**src/rtl/decoder_nx_seq.sv**
```systemverilog
// Registered SEL_W-to-2**SEL_W one-hot decoder: direct handshake or dwell scan.
// Scan mode is built only when DECODER_NX_SEQ_SCAN_EN is defined.
module decoder_nx_seq #(
  parameter int SEL_W   = 3,
  parameter int DWELL_W = 8
) (
  input  logic                  clk,
  input  logic                  rst,
  input  logic                  enable,
  input  logic                  mode,
  input  logic                  sel_valid,
  input  logic [SEL_W-1:0]      sel,
  output logic                  sel_ready,
  input  logic [DWELL_W-1:0]    dwell,
  output logic [(1<<SEL_W)-1:0] y,
  output logic [SEL_W-1:0]      idx,
  output logic                  wrap
);

  localparam int N = 1 << SEL_W;
  localparam logic [N-1:0] ONE = {{(N-1){1'b0}}, 1'b1};

  typedef enum logic [1:0] {
    IDLE,
    HOLD,
    SCAN
  } state_e;

  state_e             state_q;
  logic [N-1:0]       y_q;
  logic [SEL_W-1:0]   idx_q;
  logic               mode_eff;
  logic               xfer;

`ifdef DECODER_NX_SEQ_SCAN_EN
  logic [DWELL_W-1:0] cnt_q;
  logic [SEL_W-1:0]   idx_d;
  logic               wrap_q;

  assign mode_eff = mode;
  assign idx_d    = idx_q + 1'b1;
  assign wrap     = wrap_q;
`else
  logic unused_scan;

  assign mode_eff    = 1'b0;
  assign wrap        = 1'b0;
  assign unused_scan = ^{mode, dwell};
`endif

  assign sel_ready = enable & ~mode_eff;
  assign xfer      = sel_valid & sel_ready;
  assign y         = y_q;
  assign idx       = idx_q;

`ifdef DECODER_NX_SEQ_SCAN_EN
  always_ff @(posedge clk or posedge rst) begin
    if (rst) begin
      state_q <= IDLE;
      y_q     <= '0;
      idx_q   <= '0;
      cnt_q   <= '0;
      wrap_q  <= 1'b0;
    end else if (!enable) begin
      state_q <= IDLE;
      y_q     <= '0;
      cnt_q   <= '0;
      wrap_q  <= 1'b0;
    end else if (xfer) begin
      // A transfer wins even in the cycle that leaves scan mode.
      state_q <= HOLD;
      idx_q   <= sel;
      y_q     <= ONE << sel;
      cnt_q   <= '0;
      wrap_q  <= 1'b0;
    end else if (mode_eff) begin
      if (state_q != SCAN) begin
        state_q <= SCAN;
        idx_q   <= '0;
        y_q     <= ONE;
        cnt_q   <= dwell;
        wrap_q  <= 1'b0;
      end else if (cnt_q != '0) begin
        cnt_q   <= cnt_q - 1'b1;
        wrap_q  <= 1'b0;
      end else begin
        idx_q   <= idx_d;
        y_q     <= ONE << idx_d;
        cnt_q   <= dwell;
        wrap_q  <= (idx_d == '0);
      end
    end else begin
      wrap_q <= 1'b0;
      if (state_q == SCAN) begin
        state_q <= IDLE;
        y_q     <= '0;
        cnt_q   <= '0;
      end
    end
  end
`else
  always_ff @(posedge clk or posedge rst) begin
    if (rst) begin
      state_q <= IDLE;
      y_q     <= '0;
      idx_q   <= '0;
    end else if (!enable) begin
      state_q <= IDLE;
      y_q     <= '0;
    end else if (xfer) begin
      state_q <= HOLD;
      idx_q   <= sel;
      y_q     <= ONE << sel;
    end
  end
`endif

endmodule
```
**config.mk**
```make
export PLATFORM = sky130hd
export DESIGN_NAME = decoder_nx_seq
export DESIGN_NICKNAME = d
export VERILOG_FILES = /design/src/rtl/decoder_nx_seq.sv
export SDC_FILE = /design/constraint.sdc
export NUM_CORES = 1
export LEC_CHECK = 0
export BUFFER_PORTS_ARGS = -buffer_cell sky130_fd_sc_hd__buf_4
export CAP_MARGIN = 20
export CORE_AREA = 2 2 39 41
export DETAILED_ROUTE_END_ITERATION = 16
export DIE_AREA = 0 0 41 43
export GPL_ROUTABILITY_DRIVEN = 0
export PLACE_DENSITY = 0.71
export SKIP_CTS_REPAIR_TIMING = 1
export SYNTH_ARGS = -nofsm -noshare
export SYNTH_HDL_FRONTEND = slang
export SYNTH_SLANG_ARGS = --single-unit
```
**constraint.sdc**
```tcl
create_clock -name clk -period 1.1 [get_ports clk]
set_input_delay 0.055 -clock clk [delete_from_list [all_inputs] [get_ports clk]]
set_output_delay 0.055 -clock clk [all_outputs]
set_load 0.005 [all_outputs]
```
* After elaboration in Yosys (flattened, before gate mapping) *
Cells that the tools add are included.
Widths: inputs -> output; s select.

word-level totals
  bits in registers = 11
  word-level logic and storage cells = 8

cells by class
  shift operators = 1
  mux-type cells = 2
  reductions and logical operators = 1
  equal/unequal tests = 1
  bitwise logic cells = 1

operators by type and width
  kind                 number
  $mux 8               2
  $shl 1x3->8 const A  1
  $ne 2x1->1 const B   1
  $reduce_and 2->1     1
  $and 1x1->1          1

* Logic depth before layout (Yosys ltp) *
Gate-level depths: netlist of the first run.

  depth after elaboration = 3
  gate-level depth with buffers = 3
  depth with buffers taken out = 2

* Worst setup path before layout of the first run *
Ideal clock, no wire load.

  path type = input port to flip-flop
  start = in sel[0]
  end = reg y_q[0] (netlist: y[0])
  arrival = 673 ps
  data required time = 1023 ps
  path buffers = 0
  setup slack = 349 ps
  cell stages on the path = 2
  cells stage by stage = or4b_1 > a21oi_1

between the ends
  word-level cells in the longest chain between the ends = 3

ends and longest elaborated chain
  element                 line  RTL
  start: declaration      12    input logic [SEL_W-1:0] sel,
  $shl 1x3->8             113   y_q <= ONE << sel;
  $mux 8                  110   end else if (xfer) begin
  $mux 8                  107   end else if (!enable) begin
  end signal: assignment  113
  end: declaration        30    logic [N-1:0] y_q;

Every way passes these cells. The select of a mux whose other input is x is not followed.
A chain may end at the register's enable or synchronous reset.

* Final worst setup path of the first run *
  start = reg y_q[7] (netlist: y[7])
  end = out y[7]

RTL lines
  element           line  RTL
  end: declaration  15    output logic [(1<<SEL_W)-1:0] y,

No word-level cell between the ends.

==> flow_summary.ini, run 1 <==
[yosys]
synthTopCellsByArea = dfrtp_1 (54%), nand2b_1 (9.8%), a21oi_1 (7.9%)
synth_area_um2 = 509
synth_cell_types = 13
async_flop_share = 1.00
synth.most_common_cell = dfrtp_1
synth_edf_count = 0
syn_nets = 61
synth_ff_type = dfrtp_1
seq_area_frac_synth = 0.541
yosys_register_bits = 11
synth_top_area_frac = 0.541
syn_area_per_cell_um2 = 11.3
netlist.top_cell.by_area = dfrtp_1
synthCells = 45
yosys_warnings = 0
synthTopCellsByCount = dfrtp_1 (11), a21oi_1 (8), nand2b_1 (8)

[power]
max-vdd-ir-drop_mv = 0.616
power_density_mw_per_mm2 = 1230
leakagePower_nw = 0.315

[critical_path]
cp_cell_sequence = buf_4
cp_top_family = flip-flops
required_ns = 1.04
crit_arrival_ns = 0.79
timing.critical_path.buf_inv = 1
crit_type = flip-flop to primary output
cp-end-kind = primary output
critPathLaunchType = flip-flop
worst_path_max_delay_cell = dfrtp_1
worstPathMaxFanout = 2
max_stage_delay_ns = 0.38

[route]
routed_wl_um = 950
dr.pass1.iters = 2
vias_per_cell = 4.81
drt-initial-drc-count = 2
drc_errors = 0
wl_per_cell_um = 11.7
antenna_left = 0
num_vias = 390

[clock_tree]
htreeDepth = 1
clk_path_buf_depth = 2
cts_root_buf = clkbuf_4
clk_latency_ns = 0.26
clkTransAtPathRegs_ns = 0.07
cts_tree = yes
cts_made_buffers = 3
cts.sinks = 11

[floorplan]
fp.dieW_um = 41
ios = 29
coreArea_mm2 = 0.00138
start_util = 0.368
die-area_mm2 = 0.00176
num_rows = 14
die_h_um = 43

[sta]
period_share = 0.764
finalClockSkew_ns = 0
timing.fmax_ghz = 1.19
setup_viol = 0
rsz0062_at_grt = no
setup_tns_ns = 0
setup_slack_ns = 0.259
holdWs_ns = 0.0982
finalHoldViolCount = 0
drv_slew = 0
final.min_clock_period_ns = 0.841

[final_layout]
syn_to_final_growth_pct = 33.9
drive_gt1_frac = 0.369
final_nets = 82
antenna_cells = 0
fillers = 136
post-route-util = 0.493

[place]
dpl_worst_slack_ns = 0.188
portBuffers = 18
dp_hpwl_um = 664

[job]
cap_violations = 0

[grt]
overflow = 0
grt_pass1_wl_um = 1470
grt_start_max_net_pins = 18
grt_pass1_vias = 318
antenna_found_initial = 0
track_usage = 0.127

[status]
status = finished, final reports clean

[worst_hold_path]
holdCritPathClass = input port to flip-flop
-- stage by stage --
stage / cell area (um2) / power, mW / std cells
final: 682 / 0.838 / 81
after global routing: 682 / 0.897 / 81
after CTS: 672 / 0.853 / 80
after detailed placement: 646 / 0.577 / 76
after global placement: 646 / 0.573 / 76
after floorplan: 509 / 0.504 / 45
-- routing by layer --
layer,share of wire,vias up,track usage,wire (um)
met4,0.023,0,0.100,22
met3,0.031,4,0.0314,29
met5,0,-,0,0
met2,0.52,9,0.166,496
met1,0.42,182,0.169,402
li1,-,195,-,-
-- path summary, 6_finish.rpt --
| path | cells after the start | endpoint | slack [ns] | startpoint |
|---|---|---|---|---|
| max in group asynchronous | 3 | y[6]$_DFFE_PP0P_ | 0.50 | rst |
| min | 3 | y[7]$_DFFE_PP0P_ | 0.1 | sel[0] |
| max reg2reg | 1 | idx[0]$_DFFE_PP0P_ | 0.35 | idx[0]$_DFFE_PP0P_ |
| min reg2reg | 1 | idx[2]$_DFFE_PP0P_ | 0.51 | idx[2]$_DFFE_PP0P_ |
| min in group asynchronous | 3 | idx[1]$_DFFE_PP0P_ | 0.32 | rst |
| max | 1 | y[7] | 0.26 | y[7]$_DFFE_PP0P_ |
-- cells in the final DEF (no fill, tap or decap), types with 2 or more instances in the layout --
cell type | Yosys | final
nand2b_1 | 8 | 8
inv_1 | 2 | 2
mux2_2 | 3 | 3
nand4bb_1 | 3 | 3
clkbuf_4 | 0 | 3
a21oi_1 | 8 | 8
buf_4 | 2 | 18
dfrtp_1 | 11 | 11
nand4b_1 | 3 | 3
-- report_power, final --
| part | switching (mW) | leakage [nW] | internal [mW] | total (mW) |
|---|---|---|---|---|
| clock | 0.128 | 0.0150 | 0.140 | 0.269 |
| combinational | 0.0565 | 0.155 | 0.0748 | 0.131 |
| sequential | 0.0107 | 0.146 | 0.427 | 0.438 |
-- sequential cells by signal (all words and copies together), names as in the netlist --
signal and flops:
y 8, idx 3
-- kinds of logic (layout without fill, tap and decap cells) --
| kind of cell | after synthesis | in the layout | share of synthesized area |
|---|---|---|---|
| multiplexers | 3 | 3 | 0.0663 |
| AND/OR/NAND/NOR | 17 | 17 | 0.256 |
| flip-flops | 11 | 11 | 0.541 |
| other | 1 | 1 | 0.00736 |
| buffers and inverters | 5 | 25 | 0.0516 |
| AO/OA/AOI/OAI | 8 | 8 | 0.0786 |
-- cell type report --
class,count,area (um2),share of cell area
tap,16,20.0,0.0294
timing repair buffer,19,145,0.213
clock buffer,4,26.3,0.0385
inverter,2,7.51,0.0110
multi-input combinational,29,208,0.305
sequential,11,275,0.404
(Power assumes the default switching activity.)
==> run 2: changes to the inputs <==
--- a/config.mk
+++ b/config.mk
@@ -5,13 +5,14 @@
 export SDC_FILE = /design/constraint.sdc
 export NUM_CORES = 1
 export LEC_CHECK = 0
+export ABC_AREA = 1
 export BUFFER_PORTS_ARGS = -buffer_cell sky130_fd_sc_hd__buf_4
 export CAP_MARGIN = 20
 export CORE_AREA = 2 2 39 41
 export DETAILED_ROUTE_END_ITERATION = 16
 export DIE_AREA = 0 0 41 43
 export GPL_ROUTABILITY_DRIVEN = 0
-export PLACE_DENSITY = 0.71
+export PLACE_DENSITY = 0.69
 export SKIP_CTS_REPAIR_TIMING = 1
 export SYNTH_ARGS = -nofsm -noshare
 export SYNTH_HDL_FRONTEND = slang
==> constraint.sdc (replaced) <==
create_clock -name clk -period 0.8 [get_ports clk]
set_input_delay 0.04 -clock clk [delete_from_list [all_inputs] [get_ports clk]]
set_output_delay 0.04 -clock clk [all_outputs]
set_load 0.005 [all_outputs]
==> run 2 against run 1 <==
- the flow now finishes with violations (setup timing)
- clock skew stayed put
- largest cell class unchanged
- critical endpoint is now y[3]
- critical path type unchanged
- first-iteration DRC count rose by 100%
- clock power is 41% higher
- utilization up 3.4 points
- register-to-register slack got worse by 0.30 ns
- power rose by 40%
- die area is the same
- routed wire length rose by 3.3%
- sequential power grew 38%
==> flow_summary.ini, run 2 <==
[final_layout]
final_area_um2 = 729
syn_to_final_growth_pct = 49.1
drive_gt1_frac = 0.337
layout_common_cells = nand2_1 (26), dfrtp_1 (11), buf_6 (11), buf_4 (10), inv_1 (7)
fin_cells = 99
final_nets = 100
largest_register_ffs = 8
antenna_cells = 0
mostFrequentLayoutCell = nand2_1

[clock_tree]
clkTransAtPathRegs_ns = 0.07
cts_tree = yes
clk_path_buf_depth = 2
cts.sinks = 11
cts_root_buf = clkbuf_4
clk_latency_ns = 0.27
htreeDepth = 1
cts_made_buffers = 3

[job]
cap_violations = 0

[sta]
finalClockSkew_ns = 0
setup_slack_ns = -0.0249
drv_slew = 0
finalHoldViolCount = 0
period_share = 1.03
setup_viol = 11
final.min_clock_period_ns = 0.825
holdWs_ns = 0.0379
timing.fmax_ghz = 1.21
rsz0062_at_grt = yes

[route]
top_layer_used = met4
dr.pass1.iters = 4
wl_met1_um = 444
drc_errors = 0
num_vias = 436
wl_met3_um = 73
dr_wl_met2_um = 431
vias_per_cell = 4.40
antenna_left = 0
drt-initial-drc-count = 4
wl_per_cell_um = 9.91
routed_wl_um = 981

[critical_path]
max_stage_delay_ns = 0.39
cp_cell_sequence = buf_6
cp_top_family = flip-flops
worstPathMaxFanout = 2
crit_arrival_ns = 0.78
required_ns = 0.76
cp-end-kind = primary output
crit_type = flip-flop to primary output
critPathLaunchType = flip-flop
worst_path_max_delay_cell = dfrtp_1
timing.critical_path.buf_inv = 1

[place]
dpl_cell_area_um2 = 629
portBuffers = 18
dpl_worst_slack_ns = 0.128
dp_hpwl_um = 717
place_inst = 91

[yosys]
syn_nets = 75
synthTopCellsByArea = dfrtp_1 (56%), nand2_1 (20%), inv_1 (5.4%)
yosys_register_bits = 11
synthTopCellsByCount = nand2_1 (26), dfrtp_1 (11), inv_1 (7)
seq_area_frac_synth = 0.563
synth_cell_types = 11
async_flop_share = 1.00
synth_top_area_frac = 0.563
synthCells = 59
synth_edf_count = 0
yosys_warnings = 0
synth_area_um2 = 489
netlist.top_cell.by_area = dfrtp_1
synth_ff_type = dfrtp_1
synth.most_common_cell = nand2_1
syn_area_per_cell_um2 = 8.29

[power]
p_sw_uw = 291
max-vdd-ir-drop_mv = 0.828
clkPwrFrac = 0.323
internal_power_uw = 884
sw_frac_of_total = 0.248
p_comb_frac = 0.163
seq_power_share = 0.514
leakagePower_nw = 0.419
power_density_mw_per_mm2 = 1610

[worst_hold_path]
holdCritPathClass = input port to flip-flop

[grt]
grt_start_max_net_pins = 12
overflow = 0
grt_pass1_vias = 350
track_usage = 0.122
grt_pass1_wl_um = 1390
antenna_found_initial = 0

[floorplan]
num_rows = 14
die-area_mm2 = 0.00176
coreArea_mm2 = 0.00138
ios = 29
fp.dieW_um = 41
start_util = 0.354
die_h_um = 43

[status]
violations = setup timing
status = finished with violations
==> run 2: cell count changes in the layout (fill, tap and decap cells not counted), sizes merged, moves of 5 or more <==
cell / delta
nor2: +6
inv: +5
nand2b: -8
a21oi: -8
nand2: +26
==> run 2: final timing paths <==
check	from	to	slack (ns)	cells past startpoint
min in group asynchronous	rst	y[1]$_DFFE_PP0P_	0.31	3
setup / recovery	y[3]$_DFFE_PP0P_	y[3]	-0.02	1
max in group asynchronous	rst	y[4]$_DFFE_PP0P_	0.20	3
hold / removal	sel[2]	y[3]$_DFFE_PP0P_	0.04	4
hold reg to reg	y[6]$_DFFE_PP0P_	y[6]$_DFFE_PP0P_	0.50	2
setup reg to reg	idx[0]$_DFFE_PP0P_	idx[0]$_DFFE_PP0P_	0.05	3
==> run 2: layout make-up <==
type | instances | area (um2)
clock buffers | 4 | 26.3
fillers | 134 | 654
inverters | 7 | 26.3
multi-input cells | 39 | 173
flip-flops and latches | 11 | 275
well taps | 16 | 20.0
repair buffers | 22 | 209
==> run 2: logic make-up (layout without fill, tap and decap cells) <==
logic type	count (synthesis)	count (layout)	synth area share
and+or+nand+nor	35	35	0.315
DFF	11	11	0.563
buffers and inverters	9	33	0.0844
AOI/OAI and AO/OA	3	3	0.0307
other	1	1	0.00767
==> run 2: per-stage QoR <==
step	setup TNS (ns)	power, mW	util
3_3_place_gp	0	0.767	0.455
2_1_floorplan	0	0.681	-
6_report	-0.200	1.18	0.527
5_1_grt	-0.449	1.24	0.527
3_5_place_dp	0	0.771	0.455
4_1_cts	-0.284	1.15	0.474
==> run 2: metal layers <==
| layer | global-route usage | vias to the layer above |
|---|---|---|
| met2 | 0.159 | 17 |
| met4 | 0.100 | 0 |
| met5 | 0 | - |
| li1 | - | 220 |
| met3 | 0.0314 | 5 |
| met1 | 0.163 | 194 |
==> run 2: power by group through the flow <==
stage	sequential (mW)	combinational [mW]	clock (mW)
floorplan	0.612	0.0696	0
global placement	0.609	0.158	0
detailed placement	0.609	0.161	0
CTS	0.599	0.162	0.387
global route	0.606	0.217	0.415
finish	0.604	0.191	0.380
